--- config.mk ---
export PLATFORM = sky130hd
export DESIGN_NAME = muldiv_unit_flat
export DESIGN_NICKNAME = d
export VERILOG_FILES = /design/src/rtl/muldiv_if.sv /design/src/rtl/muldiv_unit.sv /design/src/flat_wrapper.sv
export SDC_FILE = /design/constraint.sdc
export NUM_CORES = 1
export LEC_CHECK = 0
export CORE_MARGIN = 8
export CORE_UTILIZATION = 45
export DETAILED_ROUTE_END_ITERATION = 8
export PLACE_DENSITY = 0.66
export SLEW_MARGIN = 20
export SYNTH_ARGS = -nofsm -noshare
export SYNTH_HDL_FRONTEND = slang
export SYNTH_SLANG_ARGS = --single-unit
export TNS_END_PERCENT = 20
--- constraint.sdc ---
create_clock -name clk -period 5.6 [get_ports clk]
set_input_delay 1.12 -clock clk [delete_from_list [all_inputs] [get_ports clk]]
set_output_delay 1.12 -clock clk [all_outputs]
set_load 0.05 [all_outputs]
--- src/rtl/muldiv_if.sv ---
// Request/result bundle between the EX stage and muldiv_unit.
// The master side is the pipeline; the slave side is the unit.
interface muldiv_if #(
    parameter int unsigned XLEN = 32
);
    logic            in_valid;
    logic            in_ready;
    logic [1:0]      ALUOp;
    logic            regbit;
    logic [6:0]      funct7;
    logic [2:0]      funct3;
    logic [XLEN-1:0] op_a;
    logic [XLEN-1:0] op_b;
    logic            flush;
    logic            md_sel;
    logic            busy;
    logic            out_valid;
    logic            out_ready;
    logic [XLEN-1:0] result;

    modport master (
        output in_valid, ALUOp, regbit, funct7, funct3, op_a, op_b, flush, out_ready,
        input  in_ready, md_sel, busy, out_valid, result
    );

    modport slave (
        input  in_valid, ALUOp, regbit, funct7, funct3, op_a, op_b, flush, out_ready,
        output in_ready, md_sel, busy, out_valid, result
    );
endinterface

--- src/rtl/muldiv_unit.sv ---
// Iterative RV32M multiply/divide unit: shift-add multiply, restoring divide.
// Define MULDIV_PAIRFUSE_EN to cache the last full product for MULH/MUL pairs.
module muldiv_unit #(
    parameter int unsigned XLEN           = 32,
    parameter int unsigned BITS_PER_CYCLE = 1
) (
    input logic     clk,
    input logic     rst_n,
    muldiv_if.slave bus
);
    localparam int unsigned     Steps  = XLEN / BITS_PER_CYCLE;
    localparam int unsigned     CntW   = $clog2(Steps);
    localparam logic [XLEN-1:0] MinNeg = {1'b1, {(XLEN-1){1'b0}}};

    typedef enum logic [1:0] {StIdle, StCalc, StDone} state_e;

    state_e            state_q, state_d;
    logic [CntW-1:0]   cnt_q, cnt_d;
    logic [2*XLEN-1:0] acc_q, acc_d;
    logic [XLEN-1:0]   opb_q, opb_d;
    logic [2:0]        funct3_q, funct3_d;
    logic              neg_q, neg_d;
    logic [XLEN-1:0]   result_q, result_d;

    logic            md_sel, accept, is_mul, is_rem, a_sgn, b_sgn, a_neg, b_neg;
    logic [XLEN-1:0] abs_a, abs_b, special_res;
    logic            div_zero, div_ovf, mul_zero, special, res_neg;

    assign md_sel  = (bus.ALUOp == 2'b00) && bus.regbit && (bus.funct7 == 7'b0000001);
    assign accept  = bus.in_valid && (state_q == StIdle) && md_sel && !bus.flush;
    assign is_mul  = !bus.funct3[2];
    assign is_rem  = bus.funct3[1];
    assign a_sgn   = is_mul ? (bus.funct3[1:0] != 2'b11) : !bus.funct3[0];
    assign b_sgn   = is_mul ? !bus.funct3[1] : !bus.funct3[0];
    assign a_neg   = a_sgn && bus.op_a[XLEN-1];
    assign b_neg   = b_sgn && bus.op_b[XLEN-1];
    assign abs_a   = a_neg ? -bus.op_a : bus.op_a;
    assign abs_b   = b_neg ? -bus.op_b : bus.op_b;
    // A remainder follows the dividend; products and quotients follow the sign xor.
    assign res_neg = (is_mul || !is_rem) ? (a_neg ^ b_neg) : a_neg;

    assign div_zero = !is_mul && (bus.op_b == '0);
    assign div_ovf  = !is_mul && !bus.funct3[0] && (bus.op_a == MinNeg) && (bus.op_b == '1);
    assign mul_zero = is_mul && ((bus.op_a == '0) || (bus.op_b == '0));
    assign special  = div_zero || div_ovf || mul_zero;

    always_comb begin
        special_res = '0;
        if (div_zero) begin
            special_res = is_rem ? bus.op_a : '1;
        end else if (div_ovf) begin
            special_res = is_rem ? '0 : bus.op_a;
        end
    end

    // acc holds {partial product, multiplier} or {remainder, dividend/quotient}.
    logic [2*XLEN-1:0] step, prod;
    logic [XLEN:0]     sum, trial;
    logic [XLEN-1:0]   sel, fin_res;
    logic              last;

    always_comb begin
        step  = acc_q;
        sum   = '0;
        trial = '0;
        for (int i = 0; i < int'(BITS_PER_CYCLE); i++) begin
            if (!funct3_q[2]) begin
                sum  = {1'b0, step[2*XLEN-1:XLEN]} + (step[0] ? {1'b0, opb_q} : '0);
                step = {sum, step[XLEN-1:1]};
            end else begin
                trial = step[2*XLEN-1:XLEN-1] - {1'b0, opb_q};
                step  = trial[XLEN] ? {step[2*XLEN-2:0], 1'b0}
                                    : {trial[XLEN-1:0], step[XLEN-2:0], 1'b1};
            end
        end
    end

    always_comb begin
        prod    = neg_q ? -step : step;
        sel     = funct3_q[1] ? step[2*XLEN-1:XLEN] : step[XLEN-1:0];
        fin_res = neg_q ? -sel : sel;
        if (!funct3_q[2]) begin
            fin_res = (funct3_q[1:0] == 2'b00) ? prod[XLEN-1:0] : prod[2*XLEN-1:XLEN];
        end
    end

    assign last = (cnt_q == CntW'(Steps - 1));

    logic            fuse_hit;
    logic [XLEN-1:0] fuse_res;

`ifdef MULDIV_PAIRFUSE_EN
    logic              cache_vld_q;
    logic [XLEN-1:0]   cache_a_q, cache_b_q, op_a_q, op_b_q;
    logic [1:0]        cache_cls_q, cls_q;
    logic [2*XLEN-1:0] cache_prod_q;

    assign fuse_hit = is_mul && cache_vld_q && (bus.op_a == cache_a_q) &&
                      (bus.op_b == cache_b_q) && ({a_sgn, b_sgn} == cache_cls_q);
    assign fuse_res = (bus.funct3[1:0] == 2'b00) ? cache_prod_q[XLEN-1:0]
                                                 : cache_prod_q[2*XLEN-1:XLEN];

    always_ff @(posedge clk or negedge rst_n) begin
        if (!rst_n) begin
            cache_vld_q  <= 1'b0;
            cache_a_q    <= '0;
            cache_b_q    <= '0;
            cache_cls_q  <= '0;
            cache_prod_q <= '0;
            op_a_q       <= '0;
            op_b_q       <= '0;
            cls_q        <= '0;
        end else begin
            if (accept) begin
                op_a_q <= bus.op_a;
                op_b_q <= bus.op_b;
                cls_q  <= {a_sgn, b_sgn};
            end
            if ((accept && !is_mul) || (bus.flush && (state_q != StIdle))) begin
                cache_vld_q <= 1'b0;
            end else if ((state_q == StCalc) && !bus.flush && last && !funct3_q[2]) begin
                cache_vld_q  <= 1'b1;
                cache_a_q    <= op_a_q;
                cache_b_q    <= op_b_q;
                cache_cls_q  <= cls_q;
                cache_prod_q <= prod;
            end
        end
    end
`else
    assign fuse_hit = 1'b0;
    assign fuse_res = '0;
`endif

    always_comb begin
        state_d  = state_q;
        cnt_d    = cnt_q;
        acc_d    = acc_q;
        opb_d    = opb_q;
        funct3_d = funct3_q;
        neg_d    = neg_q;
        result_d = result_q;
        unique case (state_q)
            StIdle: begin
                if (accept) begin
                    funct3_d = bus.funct3;
                    neg_d    = res_neg;
                    opb_d    = abs_b;
                    acc_d    = {{XLEN{1'b0}}, abs_a};
                    cnt_d    = '0;
                    if (special) begin
                        state_d  = StDone;
                        result_d = special_res;
                    end else if (fuse_hit) begin
                        state_d  = StDone;
                        result_d = fuse_res;
                    end else begin
                        state_d = StCalc;
                    end
                end
            end
            StCalc: begin
                if (bus.flush) begin
                    state_d = StIdle;
                end else begin
                    acc_d = step;
                    cnt_d = cnt_q + CntW'(1);
                    if (last) begin
                        state_d  = StDone;
                        result_d = fin_res;
                    end
                end
            end
            StDone: begin
                if (bus.flush || bus.out_ready) begin
                    state_d = StIdle;
                end
            end
            default: state_d = StIdle;
        endcase
    end

    always_ff @(posedge clk or negedge rst_n) begin
        if (!rst_n) begin
            state_q  <= StIdle;
            cnt_q    <= '0;
            acc_q    <= '0;
            opb_q    <= '0;
            funct3_q <= '0;
            neg_q    <= 1'b0;
            result_q <= '0;
        end else begin
            state_q  <= state_d;
            cnt_q    <= cnt_d;
            acc_q    <= acc_d;
            opb_q    <= opb_d;
            funct3_q <= funct3_d;
            neg_q    <= neg_d;
            result_q <= result_d;
        end
    end

    assign bus.md_sel    = md_sel;
    assign bus.in_ready  = (state_q == StIdle);
    assign bus.busy      = (state_q != StIdle);
    assign bus.out_valid = (state_q == StDone);
    assign bus.result    = result_q;
endmodule

--- src/flat_wrapper.sv ---
// flat-port wrapper written by rule: the top's interface ports become plain ports
module muldiv_unit_flat 
#(
    parameter int unsigned XLEN           = 32,
    parameter int unsigned BITS_PER_CYCLE = 1
)
  (clk, rst_n, bus_in_valid, bus_ALUOp, bus_regbit, bus_funct7, bus_funct3, bus_op_a, bus_op_b, bus_flush, bus_out_ready, bus_in_ready, bus_md_sel, bus_busy, bus_out_valid, bus_result);
  muldiv_if #(.XLEN(XLEN)) bus_i ();
  input logic clk;
  input logic rst_n;
  input wire logic [$bits(bus_i.in_valid)-1:0] bus_in_valid;
  input wire logic [$bits(bus_i.ALUOp)-1:0] bus_ALUOp;
  input wire logic [$bits(bus_i.regbit)-1:0] bus_regbit;
  input wire logic [$bits(bus_i.funct7)-1:0] bus_funct7;
  input wire logic [$bits(bus_i.funct3)-1:0] bus_funct3;
  input wire logic [$bits(bus_i.op_a)-1:0] bus_op_a;
  input wire logic [$bits(bus_i.op_b)-1:0] bus_op_b;
  input wire logic [$bits(bus_i.flush)-1:0] bus_flush;
  input wire logic [$bits(bus_i.out_ready)-1:0] bus_out_ready;
  output wire logic [$bits(bus_i.in_ready)-1:0] bus_in_ready;
  output wire logic [$bits(bus_i.md_sel)-1:0] bus_md_sel;
  output wire logic [$bits(bus_i.busy)-1:0] bus_busy;
  output wire logic [$bits(bus_i.out_valid)-1:0] bus_out_valid;
  output wire logic [$bits(bus_i.result)-1:0] bus_result;
  assign bus_i.in_valid = bus_in_valid;
  assign bus_i.ALUOp = bus_ALUOp;
  assign bus_i.regbit = bus_regbit;
  assign bus_i.funct7 = bus_funct7;
  assign bus_i.funct3 = bus_funct3;
  assign bus_i.op_a = bus_op_a;
  assign bus_i.op_b = bus_op_b;
  assign bus_i.flush = bus_flush;
  assign bus_i.out_ready = bus_out_ready;
  assign bus_in_ready = bus_i.in_ready;
  assign bus_md_sel = bus_i.md_sel;
  assign bus_busy = bus_i.busy;
  assign bus_out_valid = bus_i.out_valid;
  assign bus_result = bus_i.result;
  muldiv_unit #(.XLEN(XLEN), .BITS_PER_CYCLE(BITS_PER_CYCLE)) u_core (.clk(clk), .rst_n(rst_n), .bus(bus_i));
endmodule
# Word-level counts from Yosys, hierarchy flattened
# Cells that the tools add are included.
# W data, S select, Z words.
[word_totals]
regBits = 139
input_bits = 82
out_inout_bits = 36
elab_cells = 94
[classes]
add_sub_neg = 7
n_eq_ne = 13
n_mux = 34
n_bitwise = 1
reduce_logical = 32
[ops]
columns = ["operator", "count"]
rows = [
  ["$mux W32", 15],
  ["$mux W64", 5],
  ["$pmux W64 S2", 1],
  ["$neg A32 Y32", 3],
  ["$eq A32 B32 Y1 const B", 2],
  ["$logic_not A32 Y1", 2],
  ["$neg A64 Y64", 1],
  ["$pmux W32 S2", 1],
  ["$add A32 B33 Y33", 1],
  ["$sub A33 B32 Y33", 1],
  ["$logic_and A1 B1 Y1", 12],
  ["$mux W2", 5],
  ["$mux W5", 2],
  ["$pmux W5 S2", 1],
  ["$ne A2 B1 Y1 const B", 4],
  ["$eq A7 B1 Y1 const B", 1],
  ["$logic_not A2 Y1", 3],
  ["$pmux W2 S3", 1],
  ["$reduce_and A3 Y1", 2],
  ["$add A5 B1 Y5 const B", 1],
  ["$eq A5 B5 Y1 const B", 1],
  ["$logic_or A1 B1 Y1", 5],
  ["$reduce_and A5 Y1", 1],
  ["$logic_not A1 Y1", 4],
  ["other kinds (8)", 12],
]

# Longest topological paths before layout
[logic_depth]
depth_word = 10
mapped_depth = 25
depth_no_buf = 23

# Least setup slack after synthesis
# No wires, ideal clock.
[synth_path]
kind = "register -> register"
startpoint = "register u_core.acc_q[31]"
endpoint = "register u_core.result_q[28], in the netlist u_core.bus.result[28]"
setup_time_ns = 0.133
arrival_ns = 5.528
required_time_ns = 5.467
setup_slack_ns = -0.061
stages_incl_launch_ff = 26
path_buffers = 2
period_less_slack_ns = 5.661
cell_sequence = "dfrtp_1 -> clkbuf_1 -> inv_1 -> ha_1 -> fa_1 -> nand2b_1 -> a21oi_4 -> o2111ai_2 -> a21o_2 -> a21oi_4 -> buf_6 -> nor3_1 -> a21oi_1 -> ha_1 -> o211ai_1 -> nor4_4 -> nand3_1 -> or2_1 -> a211oi_1 -> nor2_1 -> a211oi_2 -> nand3_1 -> o41ai_1 -> xor2_1 -> o211ai_1 -> o211ai_2"
[synth_between]
elab_chain_len = 10
elab_cells_between_ends = 13
cone_classes = "add/sub (3); mux (10)"
[synth_rtl]
columns = ["element", "line_no", "rtl"]
rows = [
  ["from (decl)", "muldiv_unit.sv:19", "logic [2*XLEN-1:0] acc_q, acc_d;"],
  ["from (signal assigned)", "muldiv_unit.sv:187", "acc_q <= '0;"],
  ["from (signal assigned)", "muldiv_unit.sv:195", "acc_q <= acc_d;"],
  ["$sub A33 B32 Y33", "muldiv_unit.sv:71", "trial = step[2*XLEN-1:XLEN-1] - {1'b0, opb_q};"],
  ["$mux W64", "muldiv_unit.sv:72", "step = trial[XLEN] ? {step[2*XLEN-2:0], 1'b0}"],
  ["$mux W64 *", "muldiv_unit.sv:67", "if (!funct3_q[2]) begin"],
  ["$neg A64 Y64 or $mux W32 (tied branches)", "muldiv_unit.sv:79, muldiv_unit.sv:80", ""],
  ["$mux W64 or $neg A32 Y32 (tied branches)", "muldiv_unit.sv:79, muldiv_unit.sv:81", ""],
  ["$mux W32, on equally long branches", "muldiv_unit.sv:83, muldiv_unit.sv:81", ""],
  ["$mux W32 *", "muldiv_unit.sv:82", "if (!funct3_q[2]) begin"],
  ["$mux W32 *", "muldiv_unit.sv:168", "if (last) begin"],
  ["$mux W32 *", "muldiv_unit.sv:163", "if (bus.flush) begin"],
  ["$pmux W32 S2 *", "muldiv_unit.sv:143", "unique case (state_q)"],
  ["to (signal assigned)", "muldiv_unit.sv:199", "result_q <= result_d;"],
  ["to (decl)", "muldiv_unit.sv:23", "logic [XLEN-1:0] result_q, result_d;"],
]
# Mark *: on every way between the ends. The rest lies on a longest branch, timed or not. The select of a mux whose other input is x is not followed.
# A chain may end at the register's enable or synchronous reset.

# Final worst setup path
[layout_path]
startpoint = "register u_core.opb_q[0]"
endpoint = "register u_core.result_q[29], in the netlist u_core.bus.result[29]"
[layout_between]
elab_chain_len = 10
elab_cells_between_ends = 15
cone_classes = "add/sub (4); mux (11)"
[layout_rtl]
columns = ["element", "line_no", "rtl"]
rows = [
  ["from (decl)", "muldiv_unit.sv:20", "logic [XLEN-1:0] opb_q, opb_d;"],
  ["from (signal assigned)", "muldiv_unit.sv:196", "opb_q <= opb_d;"],
  ["$sub A33 B32 Y33 or $mux W32 (tied branches)", "muldiv_unit.sv:71, muldiv_unit.sv:68", ""],
  ["$mux W64 or $add A32 B33 Y33 (tied branches)", "muldiv_unit.sv:72, muldiv_unit.sv:68", ""],
  ["$mux W64 *", "muldiv_unit.sv:67", ""],
  ["$neg A64 Y64 or $mux W32 (tied branches)", "muldiv_unit.sv:79, muldiv_unit.sv:80", ""],
  ["$mux W64 or $neg A32 Y32 (tied branches)", "muldiv_unit.sv:79, muldiv_unit.sv:81", ""],
  ["$mux W32, on equally long branches", "muldiv_unit.sv:83, muldiv_unit.sv:81", ""],
  ["$mux W32 *", "muldiv_unit.sv:82", ""],
  ["$mux W32 *", "muldiv_unit.sv:168", ""],
  ["$mux W32 *", "muldiv_unit.sv:163", ""],
  ["$pmux W32 S2 *", "muldiv_unit.sv:143", ""],
]
# Marked as above.

==> results.md <==
* Run status: finished, final reports clean
* Total non-filler cell area in the finished layout at ~20000 sq um
* Worst reg2reg path depth at 18
* DRC viols at 0
* Clk sink count at 139
* Residual antenna-violating net count after detailed routing at 0
* Synthesized area per cell at around 7.1 sq um
* First-pass GRT wire length at 116 mm
* Worst-path fanout max at 13
* Layer carrying the most global-route usage: met2
* Setup Skew at a little over 0.01 ns
* Core area at 37800 sq um
* Worst-skew pair later-pin latency at around 0.47 ns
* Setup Viol. Count Final at 0
* Ordered list of cells on the worst path: ha_1 > fa_1 > nand2b_1 > a21oi_4 > o2111ai_2 > buf_4 > a21oi_4 > buf_4 > o21ai_1 > buf_4 > nand3_1 > a21oi_1 > nor4_2 > nand3_1 > or4_1 > o21ai_1 > xnor2_1 > a221oi_1
* Arrival time at the worst endpoint at 5.77 ns
* Post-synthesis instance total at 2423
* Highest attainable clock frequency at about 0.18 GHz
* Area grow syn2layout at 17.1%
* Number of nets in the final layout at 2705
* Launch instance of the worst register-to-register path: u_core.opb_q[0]
* Required arrival time at the worst endpoint at slightly below 6 ns
* Violation count after the first detailed-route iteration at 2280
* Max Slew Vio Count at 0
* Buffers added on ports at around 120
* Initial antenna violation count at 3
* Number of nets in the synthesized netlist at 2578
* Library cell used as clock root buffer: clkbuf_16
* DR WL/cell at roughly 25 um
* CTS max path bufs at 2
* Sequential area share after synthesis at 0.202
* First drt pass iteration count at 5
* R2R setup slack at approximately 0.19 ns
* Final-layout setup total negative slack at 0 ns
* Via Count at between 20k and 25k
* Cell row count at between 70 and 80
* Pin count of the biggest net entering global routing at 70
* Number of buffers created by CTS at 17
* Top-level I/O count at approximately 120
* Most used cell, CP: buf_4
* CTS tree: built
* Largest delay contributor family on the critical path: simple AND/OR/NAND/NOR gates
* Flops & latches, synth at 139
* Shortest period the worst path allows at 5.41 ns
* Cell area after placement at 19500 sq um
* Via density per instance at between 6 and 7
* Worst slew margin relative to its limit at 0.355
* Post-synthesis async set-or-reset flop share at 1.00
* Min-Delay Startpoint: u_core.bus.result[2]
* Wire length after detailed routing at 77.5 mm
* Final cycle utilization of the critical path at 0.967
* Half-perimeter wire length after placement at ~61 mm
* Slew at the pin closest to its max-slew limit at 0.967 ns
* Leak at 8.43 nW
* Number of enable-type register cells in the synthesized netlist at 0
* Met3 track demand over resource in global routing at 0.0518
* Unrepaired setup endpoints after global routing: no
* Netlist area before placement at approximately 17000 sq um
* Total Die Area at around 45000 sq um
* Number of max-cap violations at 0
* Maximum cell stage delay along the critical path at 0.66 ns
* Leftover overflow at the end of global routing at 0
* Cell depth of the worst min-delay path at 2
* End point of the most critical hold path: u_core.bus.result[2]
* Worst hold slack at 0.472 ns
* Starting utilization of the core area at 0.457
* Critical Path End Type: register
* Worst Setup Start Kind: register
* Flip-flop cell with the highest count after synthesis: dfrtp_1
* H-tree depth reported by CTS at 4
* Final Wtd Congestion at approximately 1
* Hold violation count in the final report at 0
* Launch point of the worst path: u_core.opb_q[0]
* Count of synthesis-stage warnings from yosys at 0
* Proportion of layout cells with a drive suffix above 1 at 0.104
* Path class of the lowest-slack min-delay path: register to register
* Category of the critical setup timing path: register to register
* N_diodes at 0
* Cell type of the slowest stage on the worst timing path: or4_1
* Count of unique library cells instantiated by Yosys at between 100 and 150
* Number of global-route vias before repair at around 19k
* Worst R2R End: u_core.bus.result[29]
* Count of buffer and inverter cells on the critical path at 3
* Met1 global-route usage at 0.451
* Die boundary width at roughly 210 um
* Cell Pwr Density at between 400 and 500 nW/um^2
* Met2 layer usage reported by global route at 0.527
* Die extent in y at 212 um
* Maximum vdd drop at 0.272 mV
* Hold-fix buffers at CTS at 0
* Clock transition at path regs at roughly 0.07 ns
* Total routing resource utilization after global routing at 0.339
## worst max path at each step
stage / end / slack [ns] / depth (start not counted)
6_report: u_core.bus.result[29] / 0.19 / 18
5_1_grt: u_core.bus.result[25] / 0.001 / 16
4_1_cts: u_core.bus.result[28] / 0.05 / 22
3_5_place_dp: u_core.bus.result[28] / 0.04 / 22
3_3_place_gp: u_core.bus.result[28] / 0.18 / 22
2_1_floorplan: u_core.bus.result[28] / 0.004 / 25
## final cells by class
type	count	area, sq um
fill	3767	17500
tap	511	639
multi-input combinational	2057	12900
timing repair buffer	252	2220
sequential	139	3480
inverter	83	312
clock inverter	11	193
clock buffer	20	457
## cells in the final DEF (no fill, tap or decap), types with 73 or more instances in the layout
cell	instances
dfrtp_1	136
clkdlybuf4s50_1	116
inv_1	83
nor3_1	73
nand2_1	284
buf_4	132
xnor2_1	82
nor2_1	222
o21ai_0	266
nand3_1	89
a21oi_1	200
## per-stage QoR
step / total power, mW / setup slack (ns) / utilization / instances
global route: 9.03 / 0.00117 / 0.535 / 3073
floorplan: 4.99 / 0.00387 / - / 2423
detailed placement: 7.01 / 0.0354 / 0.516 / 3040
global placement: 7.00 / 0.184 / 0.516 / 3040
CTS: 8.38 / 0.0492 / 0.534 / 3071
finish: 8.57 / 0.186 / 0.535 / 3073
## where the power goes
part           leakage (nW)  internal [mW]  switching (mW)  total, mW
Sequential             1.87           1.16           0.286       1.45
Combinational          6.25           2.08            3.71       5.79
Clock                 0.312          0.812           0.522       1.33
## state kept, by name, summed over array words and instances, names as in the netlist
| signal | cells |
|---|---|
| u_core.acc_q | 64 |
| u_core.bus.result | 32 |
| u_core.opb_q | 32 |
| u_core.cnt_q | 5 |
| u_core.funct3_q | 3 |
| u_core.state_q | 2 |
| u_core.neg_q | 1 |
## kinds of logic (layout without fill, tap and decap cells)
logic type | count (synthesis) | in the layout | synth area share
adder cells (fa/ha/maj) | 73 | 73 | 0.0538
flip-flops | 139 | 139 | 0.202
XOR/XNOR | 143 | 143 | 0.0726
multiplexers | 51 | 51 | 0.0320
AND/OR/NAND/NOR | 939 | 939 | 0.266
buffers and inverters | 227 | 366 | 0.0555
AO/OA/AOI/OAI | 851 | 851 | 0.318
## timing repair
item                       4_1_cts  5_1_grt
buffers inserted                 0        2
setup endpoints to repair        2       17
pin swaps                        0        6
gates resized for setup          1       12
## Yosys cell counts (14+ instances only)
library cell | number | area (sq um)
o211ai_1 | 39 | 293
clkbuf_1 | 103 | 387
a21o_1 | 31 | 233
a211oi_1 | 33 | 248
nor4_1 | 24 | 150
o21a_1 | 22 | 165
a21oi_1 | 202 | 1010
or3_1 | 30 | 188
nand2_1 | 284 | 1070
mux2_2 | 19 | 214
nor3_1 | 73 | 365
o21ai_0 | 267 | 1340
or2_2 | 14 | 87.6
nand4_1 | 37 | 231
o31ai_1 | 37 | 278
nor2_1 | 226 | 848
and2_1 | 49 | 307
nand3_1 | 90 | 450
a31oi_1 | 28 | 175
ha_1 | 71 | 888
mux2i_1 | 30 | 300
and3_1 | 17 | 106
xnor2_1 | 82 | 718
xor2_1 | 61 | 534
nand2b_1 | 16 | 100
inv_1 | 83 | 312
dfrtp_1 | 139 | 3480
buf_1 | 14 | 52.6
## worst reg2reg max path, stage by stage (launching register included)
cell	delay, ns
dfrtp_1	0.39
ha_1	0.23
fa_1	0.41
nand2b_1	0.23
a21oi_4	0.26
o2111ai_2	0.19
buf_4	0.19
a21oi_4	0.15
buf_4	0.27
o21ai_1	0.16
buf_4	0.23
nand3_1	0.13
a21oi_1	0.11
nor4_2	0.59
nand3_1	0.49
or4_1	0.67
o21ai_1	0.17
xnor2_1	0.11
a221oi_1	0.34
## metal layers
| layer | vias to the layer above | part of all wire | wire (um) |
|---|---|---|---|
| met5 | - | 0 | 0 |
| met4 | 0 | 0.052 | 4070 |
| met3 | 205 | 0.083 | 6420 |
| met2 | 1075 | 0.45 | 34600 |
| met1 | 9678 | 0.42 | 32400 |
| li1 | 9232 | - | - |
No activity file was read; power rests on OpenSTA's default activity.
